--- src/rtl/param_exec_unit.sv ---
// Parametrised single-issue execution unit: valid/ready in and out,
// 1-cycle and MUL_LAT-cycle ops, optional saturation, ovf/err flags.
module param_exec_unit #(
  parameter int DW      = 8,
  parameter int MUL_LAT = 3,
  parameter bit SAT_EN  = 1'b0
) (
  input  logic            clk,
  input  logic            rst,
  input  logic            in_valid,
  output logic            in_ready,
  input  logic [3:0]      op,
  input  logic [DW-1:0]   a,
  input  logic [DW-1:0]   b,
  output logic            out_valid,
  input  logic            out_ready,
  output logic [2*DW-1:0] result,
  output logic            ovf,
  output logic            err,
  output logic            busy
);

  localparam int W2 = 2 * DW;
  localparam int XW = 2 * DW + 3;
  localparam int CW = (MUL_LAT < 2) ? 1 : $clog2(MUL_LAT + 1);

  typedef enum logic [1:0] {
    S_IDLE,
    S_EXEC,
    S_HOLD
  } state_t;

  state_t r_state;
  state_t w_state_nx;

  logic [CW-1:0] r_cnt;
  logic [CW-1:0] w_cnt_nx;
  logic [3:0]    r_op;
  logic [DW-1:0] r_a;
  logic [DW-1:0] r_b;

  logic          w_acc;
  logic          w_multi;
  logic          w_load;
  logic [3:0]    w_op;
  logic [DW-1:0] w_a;
  logic [DW-1:0] w_b;
  logic [DW-1:0] w_xn;
  logic [W2-1:0] w_cat;
  logic [XW-1:0] w_ea;
  logic [XW-1:0] w_eb;
  logic [XW-1:0] w_prod;
  logic [XW-1:0] w_p4;
  logic [XW-1:0] w_raw;
  logic [W2-1:0] w_res;
  logic          w_uf;
  logic          w_of;
  logic          w_ill;

  assign in_ready = (r_state == S_IDLE);
  assign busy     = (r_state != S_IDLE);
  assign w_acc    = in_valid && in_ready;
  assign w_multi  = op inside {4'd4, 4'd7, 4'd8, 4'd9, 4'd10};

  // IDLE computes from live inputs; EXEC from the operands latched at accept
  assign w_op   = in_ready ? op : r_op;
  assign w_a    = in_ready ? a : r_a;
  assign w_b    = in_ready ? b : r_b;
  assign w_xn   = w_a ^ ~w_b;
  assign w_cat  = {w_a, w_b};
  assign w_ea   = XW'(w_a);
  assign w_eb   = XW'(w_b);
  assign w_prod = w_ea * w_eb;
  assign w_p4   = w_prod << 2;

  always_comb begin
    w_raw = '0;
    w_uf  = 1'b0;
    w_of  = 1'b0;
    w_ill = 1'b0;
    case (w_op)
      4'd0: w_raw = '0;
      4'd1: w_raw = w_ea + w_eb;
      4'd2: w_raw = w_ea & w_eb;
      4'd3: begin
        w_raw = w_ea - w_eb;
        w_uf  = (w_a < w_b);
      end
      4'd4: w_raw = w_prod;
      4'd5: w_raw = XW'(w_cat >> 1);
      4'd6: begin
        w_raw = XW'({w_cat[W2-2:0], 1'b0});
        w_of  = w_a[DW-1];
      end
      4'd7: begin
        w_raw = w_prod - w_ea;
        w_uf  = (w_prod < w_ea);
      end
      4'd8: begin
        w_raw = w_p4 - w_ea;
        w_uf  = (w_p4 < w_ea);
        w_of  = !w_uf && (w_raw[XW-1:W2] != '0);
      end
      4'd9:  w_raw = w_prod + w_ea;
      4'd10: w_raw = w_ea + (w_ea << 1);
      4'd11: w_raw = w_ea ^ w_eb;
      4'd12: w_raw = w_ea | w_eb;
      4'd13: w_raw = XW'(w_xn);
      default: w_ill = 1'b1;
    endcase
  end

  always_comb begin
    w_res = w_raw[W2-1:0];
    if (SAT_EN && w_uf) begin
      w_res = '0;
    end else if (SAT_EN && w_of) begin
      w_res = '1;
    end
  end

  always_comb begin
    w_state_nx = r_state;
    w_cnt_nx   = r_cnt;
    w_load     = 1'b0;
    unique case (1'b1)
      (r_state == S_IDLE): begin
        if (w_acc) begin
          if (w_multi && (MUL_LAT > 1)) begin
            w_state_nx = S_EXEC;
            w_cnt_nx   = CW'(MUL_LAT - 1);
          end else begin
            w_state_nx = S_HOLD;
            w_load     = 1'b1;
          end
        end
      end
      (r_state == S_EXEC): begin
        if (r_cnt <= CW'(1)) begin
          w_state_nx = S_HOLD;
          w_cnt_nx   = '0;
          w_load     = 1'b1;
        end else begin
          w_cnt_nx = r_cnt - CW'(1);
        end
      end
      (r_state == S_HOLD): begin
        if (out_ready) begin
          w_state_nx = S_IDLE;
        end
      end
      default: begin
        w_state_nx = S_IDLE;
        w_cnt_nx   = '0;
      end
    endcase
  end

  always_ff @(posedge clk) begin
    if (rst) begin
      r_state   <= S_IDLE;
      r_cnt     <= '0;
      r_op      <= '0;
      r_a       <= '0;
      r_b       <= '0;
      out_valid <= 1'b0;
      result    <= '0;
      ovf       <= 1'b0;
      err       <= 1'b0;
    end else begin
      r_state <= w_state_nx;
      r_cnt   <= w_cnt_nx;
      if (w_acc) begin
        r_op <= op;
        r_a  <= a;
        r_b  <= b;
      end
      if (w_load) begin
        out_valid <= 1'b1;
        result    <= w_res;
        ovf       <= w_uf || w_of;
        err       <= w_ill;
      end else if ((r_state == S_HOLD) && out_ready) begin
        out_valid <= 1'b0;
      end
    end
  end

endmodule

--- config.mk ---
export PLATFORM = sky130hd
export DESIGN_NAME = param_exec_unit
export DESIGN_NICKNAME = d
export VERILOG_FILES = /design/src/rtl/param_exec_unit.sv
export SDC_FILE = /design/constraint.sdc
export NUM_CORES = 1
export LEC_CHECK = 0
export ABC_AREA = 1
export CAP_MARGIN = 20
export CORE_ASPECT_RATIO = 0.8
export CORE_MARGIN = 2
export CORE_UTILIZATION = 35
export CTS_CLUSTER_DIAMETER = 100
export DETAILED_ROUTE_END_ITERATION = 8
export PLACE_DENSITY = 0.61
export SLEW_MARGIN = 20
export SYNTH_ARGS = -nofsm -noshare
export SYNTH_HDL_FRONTEND = slang
export SYNTH_SLANG_ARGS = --single-unit
--- constraint.sdc ---
create_clock -name clk -period 10.5 [get_ports clk]
set_input_delay 2.625 -clock clk [delete_from_list [all_inputs] [get_ports clk]]
set_output_delay 2.625 -clock clk [all_outputs]
set_load 0.005 [all_outputs]
# == Yosys cells after proc, flatten, opt, wreduce, memory -nomap -nowiden ==
# Cells that the tools add are included.
# totals
inputBits,24
word_cells,87
ff_bits,43
# classes
n_bitwise,6
n_mul,1
n_addsub,7
n_mux,22
n_lt_le_gt_ge,4
n_reduce_logical,14
eq_ne,24
# op_table
op,n
16-bit case mux with 13 select lines,1
"4-bit equality test, second input constant",9
"4-bit by 3-bit equality test with 1-bit output, second input constant",6
18-bit by 8-bit subtractor with 19-bit output,1
18-bit by 8-bit less-than comparator with 1-bit output,1
16-bit by 8-bit adder with 16-bit output,1
16-bit by 8-bit less-than comparator with 1-bit output,1
8-bit by 8-bit multiplier with 16-bit output,1
8-bit two-way mux,2
16-bit by 8-bit subtractor with 16-bit output,1
8-bit bitwise XOR,2
2-bit two-way mux,7
14-bit OR reduction,1
2-bit case mux with 3 select lines,2
8-bit by 9-bit adder with 10-bit output,1
8-bit by 8-bit adder with 9-bit output,1
8-bit by 8-bit subtractor with 9-bit output,1
8-bit AND,1
"4-bit by 2-bit equality test with 1-bit output, second input constant",2
8-bit less-than comparator,1
8-bit inverter,1
8-bit bitwise OR,1
1-bit two-way mux,6
"2-bit by 1-bit != test with 1-bit output, second input constant",3
19 further kinds,24

# == Logic depth before layout (Yosys ltp) ==
# Gate-level depths: netlist of the first run.
# depth
depth_word,8
depth_mapped,36

# == Worst setup path before layout of the first run ==
# Ideal clock, no wire load.
# synth_path
path_type,input port to flip-flop
from,input a[3]
to,register result[14]
stages,25
arrival_ns,7.392
setup_slack_ns,2.976
setup_time_ns,0.132
path_buffers,0
required_ns,10.368
path_cell_list,o21ai_2 inv_1 ha_1 fa_1 fa_1 fa_1 inv_1 fa_1 inv_1 ha_1 nand4_1 nand2_1 ha_1 inv_1 nor2_1 nand2_1 nand2_1 a31oi_1 inv_1 nor2_1 nand3_1 nand3_1 nand3_1 nand2_1 a21oi_1
# synth_between
elab_chain_cells,4
elab_cells_between_ends,7
classes_between,add/sub (4); mul (1); mux (2)
# synth_rtl
element,line,text
start: declaration,13,"input logic [DW-1:0] a,"
8-bit two-way mux *,67,assign w_a = in_ready ? a : r_a;
8-bit by 8-bit multiplier with 16-bit output,73,assign w_prod = w_ea * w_eb;
"18-bit by 8-bit subtractor with 19-bit output, or another cell as far along",100,w_raw = w_p4 - w_ea;
16-bit case mux with 13 select lines *,81,case (w_op)
end signal: assignment,180,result <= w_res;
end: declaration,17,"output logic [2*DW-1:0] result,"
# Mark *: on every way between the ends. The rest lies on a longest branch, timed or not.
# A chain may end at the register's enable or synchronous reset.

# == Worst setup path after layout of the first run ==
# layout_path
from,input a[3]
to,register result[15]
# The elaborated chain is that of the path after synthesis.

==> results by group, run 1 <==
Status
  – Outcome: finished clean

Placement
  – Inst Count DP: 1614
  – IO Port Bufs: 44
  – Placed inst area: 8650 sq um
  – GPL Wtd Cong: ~1
  – Detailed placer's ending HPWL: 23200 um

GRT
  – Vias in the first global route: 7857
  – Initial antenna violation count: 0
  – Met1 Use GR: 0.360
  – Global route hottest layer: met1
  – Grt met2 use: 0.334
  – Total congestion overflow: 0
  – Largest net degree at the start of global routing: 37
  – M3 GR Usage: 0.0739
  – Overall Global Routing Usage: 0.240
  – First-pass GRT wire length: 44200 um

STA
  – # setup viols final: 0
  – Fmax: about 110 MHz
  – Worst Tran Pin Value: 0.924 ns
  – Setup TNS: 0 ns
  – Period utilisation layout: 0.852
  – Worst Skew: 0.00828 ns
  – Final slew viol count: 0
  – Slew headroom: 0.383
  – Final Hold Viols: 0
  – RSZ-0062 raised after global routing: no
  – Minimum clock period: 8.94 ns

Route
  – Drt drc: 0
  – First drt pass iteration count: 5
  – Routed wire per std cell: 17.5 um
  – Number of DRC markers in iteration 0: 789
  – Final WL: 28400 um
  – Detail-routed via count per cell: 5.27
  – ANT nets after route: 0
  – Via count: around 8600

Die
  – Initial Util: 0.354
  – Num rows: 49
  – Die X: roughly 170 um
  – Die Area: 23900 sq um
  – I/O pins: 45
  – Die Y: 139 um
  – Core Footprint: about 22000 sq um

Yosys
  – Ys Warns: 0
  – Mapped Nets: 1439
  – Main synth FF type: dfxtp_1
  – Unique masters post-synth: 51
  – Area leader, netlist: nand2_1
  – Mapped Cells: around 1300
  – Mean Syn Cell Area: 6.18 sq um
  – Ys async rst share: 0
  – Synthesized area: 7930 sq um
  – Post-synth top area share: 0.154
  – Sequential area share after synthesis: 0.109
  – Post-synth EDFFs: 0
  – Synth Register Bits: 43
  – Top cells by area, synth: nand2_1, ha_1, dfxtp_1

Worst setup path
  – CP Data Arrival Time: 9.11 ns
  – CP Data Required Time: 10.66 ns
  – Type of the worst setup path: in -> reg
  – CP max FO: 12
  – Crit path capture type: flop
  – CP Launch Type: input pin

Finish
  – Antenna diodes: 0
  – Design area: 8790 sq um
  – Commonest non-fill, non-tap cells in the layout: nand2_1, inv_1, nor2_1
  – Layout cells sized above 1: 0.0502
  – Area Growth Syn to Fin: 10.9%
  – Non-filler cells, final: 1622
  – Layout net count: around 1500
  – Final core occ: 0.393
  – Most common cell after layout, fill and taps aside: nand2_1

Clocking
  – Clk pin slew, worst setup/hold paths: about 0.06 ns
  – Clock Path Buffers: 2
  – # clock sinks: 43
  – PostCTS Resize Cnt: 0
  – Total CTS buffers: 5
  – CTS root buffer: clkbuf_16
  – Worst-Skew Late Latency: 0.29 ns
  – CTS tree: done
  – Setup Buffers After CTS: 0
  – CTS Hold Buffers Added: 0
  – H-tree levels: 2

Job
  – Max Cap Viol: 0

Min path
  – HP Class: reg -> reg
-- worst max-delay path, stage by stage --
cell and delay (ns):
clkdlybuf4s50_1 0.43, o21ai_2 0.61, inv_1 0.39, ha_1 0.36, fa_1 0.47, ha_1 0.28, inv_1 0.05, fa_1 0.50
fa_1 0.54, inv_1 0.04, ha_1 0.37, inv_1 0.08, nand2_1 0.10, nand2_1 0.22, ha_1 0.58, nand2_1 0.12
nor3_1 0.15, nand2_1 0.07, nand2_1 0.12, nand3_1 0.11, a21oi_1 0.35, nand3_1 0.12, nand3_1 0.11, nand2_1 0.07
o21bai_1 0.16, a21oi_1 0.08
-- flip-flops by register name, indices dropped and copies added, names as in the netlist --
| name | count |
|---|---|
| result | 16 |
| r_cnt | 2 |
| r_state | 2 |
| r_a | 8 |
| r_b | 8 |
| err | 1 |
| ovf | 1 |
| r_op | 4 |
| out_valid | 1 |
-- per-layer routing --
layer  vias up  wire length (um)
met4         0               449
met2       378             11300
met5         -                 0
li1       4189                 -
met1      3954             13400
met3        35              3200
-- cell usage after synthesis, types with 2 or more instances --
master	instances
o21ai_2	10
fa_1	41
nor2_1	153
nor3_1	10
nand4_1	18
buf_2	11
o21a_1	4
nor2_2	5
a31oi_1	5
inv_1	203
nand2_2	4
buf_4	3
a211oi_1	16
a221oi_1	4
nand3_1	96
ha_1	90
or2_2	7
o21bai_1	4
xor2_1	7
o211ai_1	5
clkbuf_1	9
o22ai_1	13
dfxtp_1	43
nor3b_1	2
nand2_4	2
nand2_1	326
a21oi_1	80
o21ai_1	14
inv_2	12
nor4_1	2
nor2_4	2
o21ai_4	3
buf_6	3
o21ai_0	50
xnor2_1	11
-- path summary, 6_finish.rpt --
check | startpoint | to | slack [ns] | cells past startpoint
setup reg to reg | r_state[0]$_SDFFE_PP0P_ | result[15]$_SDFFE_PP0P_ | 3.62 | 27
hold reg to reg | r_a[3]$_SDFFE_PP0P_ | r_a[3]$_SDFFE_PP0P_ | 0.46 | 2
setup / recovery | a[3] | result[15]$_SDFFE_PP0P_ | 1.56 | 26
hold / removal | r_a[3]$_SDFFE_PP0P_ | r_a[3]$_SDFFE_PP0P_ | 0.46 | 2
-- per-stage QoR --
stage               hold WS (ns)  setup WS (ns)
floorplan                  0.440           2.98
global placement           0.450           1.49
detailed placement         0.453           1.35
CTS                        0.466           1.65
global route               0.477           1.24
finish                     0.463           1.56
-- layout make-up --
| class | instances | area [sq um] |
|---|---|---|
| Timing Repair Buffer | 52 | 500 |
| Tap cell | 306 | 383 |
| Fill cell | 2447 | 13600 |
| Multi-Input combinational cell | 997 | 6100 |
| Inverter | 216 | 811 |
| Clock inverter | 2 | 12.5 |
| Clock buffer | 6 | 129 |
| Sequential cell | 43 | 861 |
-- cell families (layout without fill, tap and decap cells) --
group                    count (synthesis)  after routing  share of synthesized area
adder cells (fa/ha/maj)                131            131                      0.245
AO/OA/AOI/OAI                          215            215                      0.164
flip-flops                              43             43                      0.109
AND/OR/NAND/NOR                        633            633                      0.340
buffers and inverters                  244            276                      0.123
XOR/XNOR                                18             18                     0.0199
Power of run 1 is not shown: default switching activity piles up to over one toggle a cycle in this logic, so the estimate is an artifact.
==> run 2: changes to the inputs <==
--- a/config.mk
+++ b/config.mk
@@ -9,10 +9,11 @@
 export CAP_MARGIN = 20
 export CORE_ASPECT_RATIO = 0.8
 export CORE_MARGIN = 2
-export CORE_UTILIZATION = 35
+export CORE_UTILIZATION = 65
 export CTS_CLUSTER_DIAMETER = 100
 export DETAILED_ROUTE_END_ITERATION = 8
-export PLACE_DENSITY = 0.61
+export MAX_ROUTING_LAYER = met4
+export PLACE_DENSITY = 0.95
 export SLEW_MARGIN = 20
 export SYNTH_ARGS = -nofsm -noshare
 export SYNTH_HDL_FRONTEND = slang
==> run 2 against run 1 <==
Sequential cell count stayed put; largest cell class unchanged; die area is 45% lower; via count is 3.4% higher; setup slack better by 0.22 ns; critical path type unchanged; highest routed layer unchanged; fmax is 2.5% higher; final cell count is 9.5% lower.
==> results by group, run 2 (same netlist as run 1, synthesis figures left out) <==
Finish
  – Most common cell after layout, fill and taps aside: nand2_1
  – Largest Register: result
  – Max reg flops: 16 (unchanged)
  – Largest registers: result (16), r_a (8), r_b (8)
  – Area Growth Syn to Fin: 8.64%
  – Layout net count: 1468 (-0.14%)
  – Filler Cell Count: 1005 (-59%)
  – Commonest non-fill, non-tap cells in the layout: nand2_1, inv_1, nor2_1
  – Layout cells sized above 1: 0.0495 (-0.000685)

Clocking
  – CTS root buffer: clkbuf_16
  – PostCTS Resize Cnt: 0 (unchanged)
  – CTS tree: done
  – Clock Path Buffers: 2 (unchanged)
  – H-tree levels: 2 (unchanged)
  – CTS Hold Buffers Added: 0 (unchanged)
  – Worst-Skew Late Latency: 0.29 ns (about the same)
  – Total CTS buffers: 5 (unchanged)
  – # clock sinks: 43 (unchanged)
  – Clk pin slew, worst setup/hold paths: 0.06 ns (about the same)
  – Setup Buffers After CTS: 0 (unchanged)

Die
  – I/O pins: 45 (unchanged)
  – Die X: 128 um (-26%)
  – Num rows: 36 (-27%)
  – Initial Util: 0.660 (+0.305)
  – Die Area: 13100 sq um (-45%)
  – Die Y: 103 um (-26%)
  – Core Footprint: 12000 sq um (-46%)

Worst setup path
  – R2R depth: 29 (+7.4%)
  – CP Launch Type: input pin
  – Most used cell, CP: nand2_1
  – Crit path capture type: flop
  – CP max FO: 12 (unchanged)
  – CP Data Arrival Time: 8.94 ns (-0.17 ns)
  – Critical path's slowest cell: o21ai_2
  – CP Data Required Time: 10.71 ns (+0.05 ns)
  – Type of the worst setup path: in -> reg
  – CP max stage delay: 0.62 ns (about the same)

STA
  – Final Hold Viols: 0 (unchanged)
  – Worst Skew: 0.00551 ns (-0.00277 ns)
  – RSZ-0062 raised after global routing: no
  – Slew headroom: 0.347 (-0.0359)
  – Minimum clock period: 8.72 ns (-0.218 ns)
  – # setup viols final: 0 (unchanged)
  – Fmax: 115 MHz (+2.5%)
  – Worst Tran Pin Value: 0.977 ns (+0.0537 ns)
  – Setup TNS: 0 ns (unchanged)
  – Hold_ws: 0.463 ns (+0.000166 ns)
  – Final slew viol count: 0 (unchanged)
  – Period utilisation layout: 0.831 (-0.0208)

Min path
  – HP Class: reg -> reg
  – Hold Path Depth: 2 (unchanged)

Route
  – Routed wire per std cell: 17.7 um (+1.0%)
  – Number of DRC markers in iteration 0: 1189 (+51%)
  – Final WL: 25900 um (-8.6%)
  – Via count: 8844 (+3.4%)
  – First drt pass iteration count: 5 (unchanged)
  – Detail-routed via count per cell: 6.02 (+14%)
  – Drt drc: 0 (unchanged)
  – ANT nets after route: 0 (unchanged)

Status
  – Outcome: finished clean

GRT
  – Initial antenna violation count: 1 (+1)
  – Vias in the first global route: 7906 (+0.62%)
  – Total congestion overflow: 0 (unchanged)
  – Overall Global Routing Usage: 0.409 (+0.170)
  – Largest net degree at the start of global routing: 37 (unchanged)
  – First-pass GRT wire length: 40500 um (-8.3%)

Placement
  – Detailed placer's ending HPWL: 20400 um (-12%)
  – GPL Wtd Cong: 1.11 (+11%)
  – IO Port Bufs: 44 (unchanged)

Job
  – Max Cap Viol: 0 (unchanged)
run 2: cell count changes in the layout (fill, tap and decap cells not counted):
cell / previous run / this run
clkinv_4: 0 / 1
clkbuf_1: 1 / 0
o21ai_0: 48 / 50
clkinvlp_4: 1 / 0
buf_4: 8 / 6
diode_2: 0 / 2
bufinv_16: 0 / 1
o21ai_1: 16 / 14
run 2: layer usage:
layer	routed length, um	part of all wire	global-route usage	vias to the layer above
met5	0	0	-	-
met4	854	0.033	0.144	0
met3	3600	0.14	0.121	84
met2	10700	0.41	0.595	586
met1	10700	0.41	0.544	3976
li1	-	-	-	4198
run 2: worst max-delay path: cells and delay by family:
kind                       cells  cell delay (ns)
and+or+nand+nor               12             1.26
AOI/OAI and AO/OA              4             1.03
buffers and inverters          6             1.13
adders and majority gates      7             2.89
run 2: final cells by class:
class | instances | area (sq um) | share of cell area
multi-input cells | 997 | 6100 | 0.707
inverters | 216 | 811 | 0.0941
well taps | 152 | 190 | 0.0221
clock buffers | 5 | 125 | 0.0145
clock inverters | 3 | 43.8 | 0.00508
repair buffers | 50 | 485 | 0.0563
diodes | 2 | 5.00 | 0.000581
flip-flops and latches | 43 | 861 | 0.0999
run 2: per-stage QoR:
| stage | cells | cell area [sq um] | util | worst slack [ns] |
|---|---|---|---|---|
| after floorplan | 1284 | 7930 | - | 2.98 |
| after global placement | 1458 | 8440 | 0.702 | 1.82 |
| after detailed placement | 1458 | 8440 | 0.702 | 1.62 |
| after CTS | 1466 | 8610 | 0.716 | 1.91 |
| after global routing | 1467 | 8620 | 0.716 | 1.33 |
| final | 1468 | 8620 | 0.717 | 1.78 |
run 2: final timing paths:
path / endpoint / from / slack [ns]
min reg2reg: result[4]$_SDFFE_PP0P_ / result[4]$_SDFFE_PP0P_ / 0.46
max reg2reg: result[14]$_SDFFE_PP0P_ / r_state[1]$_SDFFE_PP0P_ / 3.81
max: result[14]$_SDFFE_PP0P_ / a[3] / 1.78
min: result[4]$_SDFFE_PP0P_ / result[4]$_SDFFE_PP0P_ / 0.46
Power of run 2 is left out for the same reason.
==> run 3: changes to the inputs <==
--- a/config.mk
+++ b/config.mk
@@ -9,11 +9,11 @@
 export CAP_MARGIN = 20
 export CORE_ASPECT_RATIO = 0.8
 export CORE_MARGIN = 2
-export CORE_UTILIZATION = 65
+export CORE_UTILIZATION = 63
 export CTS_CLUSTER_DIAMETER = 100
 export DETAILED_ROUTE_END_ITERATION = 8
 export MAX_ROUTING_LAYER = met4
-export PLACE_DENSITY = 0.95
+export PLACE_DENSITY = 0.93
 export SLEW_MARGIN = 20
 export SYNTH_ARGS = -nofsm -noshare
 export SYNTH_HDL_FRONTEND = slang
==> constraint.sdc (replaced) <==
create_clock -name clk -period 8.3 [get_ports clk]
set_input_delay 2.075 -clock clk [delete_from_list [all_inputs] [get_ports clk]]
set_output_delay 2.075 -clock clk [all_outputs]
set_load 0.005 [all_outputs]
==> run 3 against run 2 <==
Core utilization increased by 0.092 points; global-route usage increased by 2.1 points; setup slack worse by 1.2 ns; sequential cell count unchanged; via count grew 0.57%; design area grew 2.0%; routed wire length increased by 6.7%; register-to-register slack got worse by 1.8 ns; final cell count grew 2.7%; first-iteration DRC count fell by 11%; largest cell class unchanged.
==> results by group, run 3 (same netlist as run 1, synthesis figures left out) <==
Status
  – Outcome: finished clean

Route
  – Final WL: 27700 um (+6.7%)
  – First drt pass iteration count: 6 (+1)
  – Number of DRC markers in iteration 0: 1062 (-11%)
  – ANT nets after route: 0 (unchanged)
  – Detail-routed via count per cell: 5.90 (-2.1%)
  – Drt drc: 0 (unchanged)
  – Via count: 8894 (+0.57%)
  – Routed wire per std cell: 18.3 um (+3.8%)

Placement
  – IO Port Bufs: 44 (unchanged)
  – Detailed placer's ending HPWL: 22800 um (+11%)
  – Placed inst area: 8640 sq um (+2.3%)
  – GPL Wtd Cong: 1.11 (-0.17%)

Die
  – Die Y: 104 um (+1.5%)
  – Die Area: 13500 sq um (+3.1%)
  – Die X: 129 um (+1.5%)
  – I/O pins: 45 (unchanged)
  – Num rows: 36 (unchanged)
  – Initial Util: 0.647 (-0.0121)
  – Core Footprint: 12300 sq um (+1.9%)

GRT
  – Total congestion overflow: 0 (unchanged)
  – Vias in the first global route: 8246 (+4.3%)
  – First-pass GRT wire length: 43700 um (+7.9%)
  – Overall Global Routing Usage: 0.430 (+0.0208)
  – Initial antenna violation count: 0 (-1)
  – Largest net degree at the start of global routing: 37 (unchanged)

Worst setup path
  – Type of the worst setup path: in -> reg
  – CP Launch Type: input pin
  – CP max stage delay: 0.55 ns (-0.07 ns)
  – CP Data Arrival Time: 8.00 ns (-0.94 ns)
  – CP Data Required Time: 8.53 ns (-2.18 ns)
  – R2R depth: 26 (-10%)
  – RR Startpoint: r_state[1]$_SDFFE_PP0P_
  – Reg2reg setup slack: 2.02 ns (-1.79 ns)
  – CP max FO: 8 (-4)
  – RR Endpoint: ovf$_SDFFE_PP0P_
  – Critical path's slowest cell: fa_1
  – Crit path capture type: flop
  – Most used cell, CP: nand2_1

Finish
  – Largest Register: result
  – Commonest non-fill, non-tap cells in the layout: nand2_1, inv_1, nor2_1
  – Layout net count: 1491 (+1.6%)
  – Antenna diodes: 0 (-2)
  – Largest registers: result (16), r_a (8), r_b (8)
  – Multi-input logic area: 6100 sq um (unchanged)
  – Final core occ: 0.718 (+0.000921)
  – Design area: 8790 sq um (+2.0%)
  – Area Growth Syn to Fin: 10.8%
  – Most common cell after layout, fill and taps aside: nand2_1
  – Max reg flops: 16 (unchanged)
  – Reg area: 861 sq um (unchanged)
  – Filler Cell Count: 1099 (+9.4%)
  – Layout cells sized above 1: 0.0658 (+0.0164)

Min path
  – Min-delay src: result[2]$_SDFFE_PP0P_
  – Hold Path Depth: 2 (unchanged)
  – Worst Hold End: result[2]$_SDFFE_PP0P_
  – HP Class: reg -> reg

Clocking
  – PostCTS Resize Cnt: 0 (unchanged)
  – Setup Buffers After CTS: 0 (unchanged)
  – Clock Path Buffers: 2 (unchanged)
  – Worst-Skew Late Latency: 0.30 ns (about the same)
  – CTS Hold Buffers Added: 0 (unchanged)
  – # clock sinks: 43 (unchanged)
  – CTS root buffer: clkbuf_16
  – Total CTS buffers: 5 (unchanged)
  – CTS tree: done
  – H-tree levels: 2 (unchanged)
  – Clk pin slew, worst setup/hold paths: 0.07 ns (about the same)

STA
  – Setup TNS: 0 ns (unchanged)
  – Minimum clock period: 7.77 ns
  – Final slew viol count: 0 (unchanged)
  – Worst Skew: 0.00890 ns (+0.00340 ns)
  – Final Hold Viols: 0 (unchanged)
  – # setup viols final: 0 (unchanged)
  – Worst Tran Pin Value: 0.883 ns (-0.0945 ns)
  – RSZ-0062 raised after global routing: no
  – Period utilisation layout: 0.936
  – Fmax: 129 MHz
  – Hold_ws: 0.465 ns (+0.00128 ns)
  – Slew headroom: 0.410 (+0.0631)

Job
  – Max Cap Viol: 0 (unchanged)
==> run 3: changes by cell type in the layout (fill, tap and decap cells not counted) <==
cell / delta
clkinv_2: -1
clkinv_4: +1
buf_4: +23
bufinv_16: -1
clkinvlp_4: +1
diode_2: -2
==> run 3: area by class of cell <==
cell class                 count  area share
clock inverter                 3     0.00285
inverter                     216      0.0922
clock buffer                   5      0.0142
tap                          171      0.0243
multi-input combinational    997       0.694
sequential                    43      0.0979
timing repair buffer          73      0.0749
==> run 3: critical path, delay by kind of cell <==
family          cells  cell delay, ns
simple gates       12            1.73
buf+inv             4            0.73
fa+ha+maj           6            2.73
compound gates      3            0.71
==> run 3: metal layers <==
layer / GRT usage / up-vias / wire, um
met5: - / - / 0
met4: 0.152 / 0 / 942
met3: 0.115 / 74 / 3510
met2: 0.601 / 504 / 11500
met1: 0.596 / 4085 / 11700
li1: - / 4231 / -
==> run 3: per-stage QoR <==
stage / worst slack, ns / cells
2_1_floorplan: 1.33 / 1284
3_3_place_gp: 0.454 / 1500
3_5_place_dp: 0.355 / 1500
4_1_cts: 0.658 / 1508
5_1_grt: 0.203 / 1508
6_report: 0.534 / 1508
==> run 3: worst max path at each step <==
stage,slack (ns),end,cells past startpoint,from
after floorplan,1.33,result[14]$_SDFFE_PP0P_,25,a[3]
after CTS,0.66,ovf$_SDFFE_PP0P_,25,b[4]
final,0.53,ovf$_SDFFE_PP0P_,25,b[4]
after detailed placement,0.35,ovf$_SDFFE_PP0P_,25,b[4]
after global routing,0.20,result[15]$_SDFFE_PP0P_,28,b[3]
after global placement,0.45,result[14]$_SDFFE_PP0P_,27,b[3]
Power of run 3 is left out for the same reason.
